`config.mk`:
```
export PLATFORM = sky130hd
export DESIGN_NAME = psmac_digit_seq
export DESIGN_NICKNAME = d
export VERILOG_FILES = /design/src/rtl/psmac_pkg.sv /design/src/rtl/rcbb.sv /design/src/rtl/psmac_digit_seq.sv
export SDC_FILE = /design/constraint.sdc
export NUM_CORES = 1
export LEC_CHECK = 0
export CORE_MARGIN = 3
export CORE_UTILIZATION = 55
export DETAILED_ROUTE_END_ITERATION = 8
export GPL_TIMING_DRIVEN = 1
export MAX_ROUTING_LAYER = met4
export PLACE_DENSITY = 0.88
export SYNTH_ARGS = -nofsm -noshare
export SYNTH_HDL_FRONTEND = slang
export SYNTH_HIERARCHICAL = 1
export SYNTH_SLANG_ARGS = --single-unit
```
`constraint.sdc`:
```
create_clock -name clk -period 8.7 [get_ports clk]
set_input_delay 2.61 -clock clk [delete_from_list [all_inputs] [get_ports clk]]
set_output_delay 2.61 -clock clk [all_outputs]
set_load 0.02 [all_outputs]
```
`src/rtl/psmac_pkg.sv`:
```
// rtl/psmac_pkg.sv - shared constants and helpers for the PSMAC digit sequencer
package psmac_pkg;

  localparam int OPW  = 8;
  localparam int ACCW = 24;

  localparam logic [1:0] PREC_2B = 2'b00;
  localparam logic [1:0] PREC_4B = 2'b01;
  localparam logic [1:0] PREC_8B = 2'b10;

  localparam logic [1:0] ST_IDLE = 2'd0;
  localparam logic [1:0] ST_MUL  = 2'd1;
  localparam logic [1:0] ST_DONE = 2'd2;

  // Number of 2-bit digits per operand; the unused encoding 2'b11 behaves as 8-bit.
  function automatic logic [2:0] prec_digits(input logic [1:0] prec);
    case (prec)
      PREC_2B: prec_digits = 3'd1;
      PREC_4B: prec_digits = 3'd2;
      default: prec_digits = 3'd4;
    endcase
  endfunction

endpackage

```
`src/rtl/rcbb.sv`:
```
// rtl/rcbb.sv - 2x2 signed/unsigned block multiplier producing a 5-bit two's-complement product
module rcbb (
  input  logic [1:0] md,
  input  logic [1:0] mr,
  input  logic       sx,
  input  logic       sy,
  output logic [4:0] p
);

  logic signed [2:0] x;
  logic signed [2:0] y;
  logic signed [5:0] prod;

  // A signed digit gets its top bit replicated; an unsigned one gets a zero.
  assign x    = {sx & md[1], md};
  assign y    = {sy & mr[1], mr};
  assign prod = x * y;
  assign p    = prod[4:0];

endmodule

```
`src/rtl/psmac_digit_seq.sv`:
```
// rtl/psmac_digit_seq.sv - digit-serial precision-scalable multiply-accumulate sequencer
module psmac_digit_seq
  import psmac_pkg::*;
#(
  parameter int OPW  = 8,
  parameter int ACCW = 24
) (
  input  logic            clk,
  input  logic            rst_n,
  input  logic            in_valid,
  output logic            in_ready,
  input  logic [1:0]      prec,
  input  logic [OPW-1:0]  a,
  input  logic [OPW-1:0]  b,
  input  logic            sa,
  input  logic            sb,
  input  logic            acc_clr,
  output logic            out_valid,
  input  logic            out_ready,
  output logic [ACCW-1:0] out_acc
);

  logic [1:0]      state;
  logic [OPW-1:0]  a_q;
  logic [OPW-1:0]  b_q;
  logic            sa_q;
  logic            sb_q;
  logic [2:0]      n_q;
  logic [1:0]      i_q;
  logic [1:0]      j_q;
  logic [ACCW-1:0] acc_q;

  logic [2:0]      n_m1;
  logic            i_last;
  logic            j_last;
  logic [1:0]      md;
  logic [1:0]      mr;
  logic [4:0]      p;
  logic [3:0]      shamt;
  logic [ACCW-1:0] p_ext;
  logic [ACCW-1:0] sum;

  assign in_ready  = (state == ST_IDLE);
  assign out_valid = (state == ST_DONE);

  assign n_m1   = n_q - 3'd1;
  assign i_last = ({1'b0, i_q} == n_m1);
  assign j_last = ({1'b0, j_q} == n_m1);

  assign md = a_q[{i_q, 1'b0} +: 2];
  assign mr = b_q[{j_q, 1'b0} +: 2];

  rcbb u_bb (
    .md (md),
    .mr (mr),
    .sx (sa_q & i_last),
    .sy (sb_q & j_last),
    .p  (p)
  );

  // Partial product weight is 4^(i+j).
  assign shamt = {1'b0, i_q, 1'b0} + {1'b0, j_q, 1'b0};
  assign p_ext = {{(ACCW-5){p[4]}}, p};
  assign sum   = acc_q + (p_ext << shamt);

  always_ff @(posedge clk or negedge rst_n) begin
    if (!rst_n) begin
      state   <= ST_IDLE;
      a_q     <= '0;
      b_q     <= '0;
      sa_q    <= 1'b0;
      sb_q    <= 1'b0;
      n_q     <= 3'd1;
      i_q     <= 2'd0;
      j_q     <= 2'd0;
      acc_q   <= '0;
      out_acc <= '0;
    end else begin
      case (state)
        ST_IDLE: begin
          if (in_valid) begin
            a_q   <= a;
            b_q   <= b;
            sa_q  <= sa;
            sb_q  <= sb;
            n_q   <= prec_digits(prec);
            i_q   <= 2'd0;
            j_q   <= 2'd0;
            acc_q <= acc_clr ? '0 : acc_q;
            state <= ST_MUL;
          end
        end
        ST_MUL: begin
          acc_q <= sum;
          if (j_last) begin
            j_q <= 2'd0;
            if (i_last) begin
              out_acc <= sum;
              state   <= ST_DONE;
            end else begin
              i_q <= i_q + 2'd1;
            end
          end else begin
            j_q <= j_q + 2'd1;
          end
        end
        ST_DONE: begin
          if (out_ready) state <= ST_IDLE;
        end
        default: state <= ST_IDLE;
      endcase
    end
  end

endmodule

```
* After elaboration in Yosys (flattened, before gate mapping) *
Index checks and enable logic that the tools add are counted.

storage, ports and cells
  flip-flop bits (word level) = 75
  input port bits = 25
  word-level logic and storage cells = 58

operators by class
  $add $sub $neg = 5
  multiply operators = 1
  eq/ne operators = 11
  shift operators = 3
  mux-type cells = 15
  bitwise operators = 4
  reductions and logical operators = 9

operator list
  operator                                                                 number
  24-bit two-way mux                                                       2
  24-bit case mux with 2 select lines                                      1
  24-bit adder                                                             1
  24-bit by 4-bit left shift with 24-bit output                            1
  2-bit two-way mux                                                        8
  8-bit by 4-bit indexed part select with 2-bit output                     2
  2-bit inequality test, second input constant                             4
  2-bit case mux with 2 select lines                                       2
  4-bit AND reduction                                                      2
  2-bit by 3-bit equality test with 1-bit output                           2
  2-bit case mux with 3 select lines                                       1
  3-bit case mux with 2 select lines                                       1
  3-bit AND reduction                                                      2
  3-bit by 3-bit multiplier with 5-bit output                              1
  2-bit by 1-bit adder with 2-bit output, second input constant            2
  3-bit by 3-bit adder with 4-bit output                                   1
  1-bit bitwise AND                                                        4
  2-bit by 1-bit equality test with 1-bit output, second input constant    2
  2-bit logical NOT                                                        2
  2-bit by 1-bit inequality test with 1-bit output, second input constant  2
  2-bit AND reduction                                                      2
  3-bit by 1-bit subtractor with 3-bit output, second input constant       1
  2-bit equality test, second input constant                               1
  2-bit nonzero test                                                       1

* Depth between registers and ports, before layout *
  word-level depth = 8
  gate-level depth with buffers = 27
  mapped depth without buffers = 26

* Hierarchy *
Netlist, hierarchy kept.

by module, submodules not included
  module           instances  cells an instance  area each (µm²)  sequential area each (µm²)
  psmac_digit_seq  1          515                4640.7           1878.1
  rcbb             1          27                 222.7            0.0

* Least setup slack after synthesis *
OpenSTA, ideal clock, no wires.

  path type = reg2reg
  start point = register n_q[0]
  end point = register out_acc[22]
  setup time = 133 ps
  arrival = 5753 ps
  setup slack = 2814 ps
  stages on the path, launching flop included = 26
  path buffers = 1
  clock period less this slack = 5886 ps
  cells stage by stage = dfstp_2 > inv_1 > ha_1 > xor2_1 > nand3_1 > nor2_1 > nand2_1 > or2_1 > fa_1 > inv_1 > ha_1 > ha_1 > xnor2_1 > xnor2_1 > xnor2_1 > a21boi_0 > a31o_2 > ha_1 > buf_4 > a2111oi_0 > o21ai_0 > a31o_2 > a21oi_1 > nor3_1 > a221oi_1 > nand3_1

between the ends
  cells in the longest elaborated chain, start to end = 7

ends and longest elaborated chain
  what                                                               line                                          source
  start, declared                                                    psmac_digit_seq.sv:28                         logic [2:0] n_q;
  start signal, assigned                                             psmac_digit_seq.sv:86                         n_q <= prec_digits(prec);
  3-bit by 1-bit subtractor with 3-bit output (*)                    psmac_digit_seq.sv:46                         assign n_m1 = n_q - 3'd1;
  2-bit by 3-bit equality test with 1-bit output (on tied branches)  psmac_digit_seq.sv:47, psmac_digit_seq.sv:48
  1-bit bitwise AND (on tied branches)                               psmac_digit_seq.sv:56, psmac_digit_seq.sv:57
  1-bit bitwise AND (on tied branches)                               rcbb.sv:15, rcbb.sv:16
  3-bit by 3-bit multiplier with 5-bit output (*)                    rcbb.sv:17                                    assign prod = x * y;
  named net p[4]                                                     psmac_digit_seq.sv:38                         logic [4:0] p;
  24-bit by 4-bit left shift with 24-bit output (*)                  psmac_digit_seq.sv:64                         assign sum = acc_q + (p_ext << shamt);
  24-bit adder (*)                                                   psmac_digit_seq.sv:64
  end signal, assigned                                               psmac_digit_seq.sv:98                         out_acc <= sum;
  end, declared                                                      psmac_digit_seq.sv:20                         output logic [ACCW-1:0] out_acc

The timed path passes the listed nets; every way through them passes the cells marked *.
A chain may end at the register's enable or synchronous reset.

* Final worst setup path *
  start point = register n_q[0]
  end point = register out_acc[21]

The elaborated chain is that of the path after synthesis.

==> impl_results.md <==
* Mapped cell area at 4860 µm²
* Final hold violations at 0
* Row cnt at 33
* Vias after detailed routing at 4195
* WS Path Type: register to register
* Max-slew violations at 0
* Worst rel slew slack at 0.358
* Setup_tns at 0 ns
* Multi-input gate area at 2780 µm²
* Setup bufs post-CTS at 0
* First-pass GRT wire length at 20200 µm
* Final ANT Viol Nets at 0
* Endpoint type of the worst setup path: register
* Total number of H-tree levels at 3
* Worst-path fanout max at 11
* Die area at 10000 µm²
* GRT Residual Overflow at 0
* PortBufs at 50
* CTS resizes at 0
* Die Wd at 100 µm
* Seq/Total Area, Yosys at 0.386
* Clk sink count at 75
* RSZ-0062 raised after global routing: false
* Worst Hold Class: register to register
* Cells after synthesis at 542
* Num CTS Buffers at 9
* Post-synth top area share at 0.381
* Worst slew pin tran at 0.957 ns
* Worst Setup Start Kind: register
* First-pass DRT Iterations at 6
* Clock Skew at 0.00829 ns
* Async SR Flop Fraction at 1.00
* Vias per cell at 6.07
* Run status: finished clean
* Reg area at 1880 µm²
* Period minus WS final at 6.78 ns
* Skew-Pair Late Insertion Delay at 0.36 ns
* Net count, final at 639
* Synth area leaders: dfrtp_1 (38%), nand2_1 (9.7%), ha_1 (7.2%), a22o_1 (4.1%), xnor2_1 (3.6%)
* Final setup vio count at 0
* Crit share post-route at 0.780
* Pin count of the biggest net entering global routing at 76
* Share of cells above drive strength 1 at 0.0802
* Crit path DAT at 7.03 ns
* Ports at 51
* Syn_nets at 600
* Post-DR wirelength/cell at 17.5 µm
* Yosys top cell by area: dfrtp_1
* EDFF count, synth at 0
* Gr usage total at 0.260
* CP required at 8.95 ns
* Flops & latches, synth at 75
* Yosys warnings at 6
* CTS max path bufs at 2
* Drt total wl at 12100 µm
* Most frequent cells in the layout: nand2_1 (126), dfrtp_1 (74), clkdlybuf4s50_1 (49)
* Number of global-route vias before repair at 4222
* Initial antenna violation count at 0
* Initial DRC count at 364
* Clock slew at reported path FFs at 0.09 ns
* Fill cell count at 680
* GP Congestion at 0.908
* Syn avg cell area at 8.97 µm²
* Initial Util at 0.580
* Root buf cell: clkbuf_8
* Fmax at 0.147 GHz
* Hold Buf Count CTS at 0
* Max_cap viols at 0
* Final HPWL DP at 8660 µm
* Netlist cell types at 60
* Top_reg_cell synth: dfrtp_1
* Syn-to-layout area delta at 15.3%
* Total core area at 8380 µm²
* DRC errors left at 0
* Most common cell after layout, fill and taps aside: nand2_1
* Die height at 100 µm
* Antenna fix cells at 0
* CTS tree: yes
==> Yosys cell counts (9+ instances only) <==
master    number
a21oi_1       28
a22o_1        23
clkbuf_1      15
dfrtp_1       74
ha_1          28
inv_1         21
mux2_2         9
nand2_1      126
nand2b_1      10
nand3_1       16
nor2_1        23
o21ai_0       31
xnor2_1       20
==> logic make-up after synthesis <==
group                      count (synthesis)  synth area share
xor gates and xnor gates                  28            0.0504
DFF                                       75             0.386
and+or+nand+nor                          213             0.196
buffers and inverters                     47            0.0424
muxes                                     16            0.0455
adders and majority gates                 33            0.0926
AOI/OAI and AO/OA                        130             0.187
==> routing by layer <==
layer,vias to the layer above,part of all wire,GRT usage
li1,1995,-,-
met1,2037,0.45,0.336
met2,136,0.48,0.418
met3,27,0.044,0.0410
met4,0,0.019,0.0881
met5,-,0,-
==> critical path, stage by stage (launching register included) <==
cell and delay, ns:
dfstp_2 0.57, inv_1 0.06, ha_1 0.33, xor2_1 0.17, nand3_1 0.24, nor2_1 0.18
nand2_1 0.13, or2_1 0.26, fa_1 0.55, inv_1 0.04, ha_1 0.29, ha_1 0.21
xnor2_1 0.13, xnor2_1 0.14, xnor2_1 0.75, nand2b_1 0.29, nand3_1 0.15, and3_1 0.17
ha_1 0.27, a21oi_1 0.26, o21ai_0 0.16, o21ai_0 0.33, o22ai_1 0.23, a311oi_1 0.34
xnor2_1 0.12, mux2_2 0.27
==> path summary, 6_finish.rpt <==
kind                                   startpoint                       to  slack [ns]  cells after the start
max                            n_q[0]$_DFFE_PN1P_  out_acc[21]$_DFFE_PN0P_        1.92                     25
min                        out_acc[1]$_DFFE_PN0P_   out_acc[1]$_DFFE_PN0P_        0.47                      2
max reg2reg                    n_q[0]$_DFFE_PN1P_  out_acc[21]$_DFFE_PN0P_        1.92                     25
min reg2reg                out_acc[1]$_DFFE_PN0P_   out_acc[1]$_DFFE_PN0P_        0.47                      2
max in group asynchronous                   rst_n     state[0]$_DFFE_PN0P_        5.70                      1
min in group asynchronous                   rst_n   out_acc[8]$_DFFE_PN0P_        2.38                      1
==> registers in the layout, indices dropped and copies added (netlist names) <==
signal / flops
a_q: 8
acc_q: 24
b_q: 8
i_q: 2
j_q: 2
n_q: 3
out_acc: 24
sa_q: 1
sb_q: 1
state: 2
==> cell type report <==
class / count / area share
Multi-Input combinational cell: 420 / 0.496
Inverter: 21 / 0.0141
Sequential cell: 75 / 0.335
Timing Repair Buffer: 54 / 0.0942
Clock inverter: 6 / 0.0127
Tap cell: 105 / 0.0234
Clock buffer: 10 / 0.0245
==> metrics by stage <==
stage / util / instance area [µm²] / hold WS (ns) / cells / worst slack, ns
2_1_floorplan: - / 4860 / 0.440 / 542 / 2.81
3_3_place_gp: 0.644 / 5400 / 0.453 / 675 / 2.38
3_5_place_dp: 0.644 / 5400 / 0.459 / 675 / 2.06
4_1_cts: 0.669 / 5610 / 0.480 / 691 / 1.97
5_1_grt: 0.669 / 5610 / 0.511 / 691 / 1.40
6_report: 0.669 / 5610 / 0.474 / 691 / 1.92
Power is left out: the tool's default activity adds up to more than one toggle a clock period on the data nets, which glitch-free logic cannot reach.
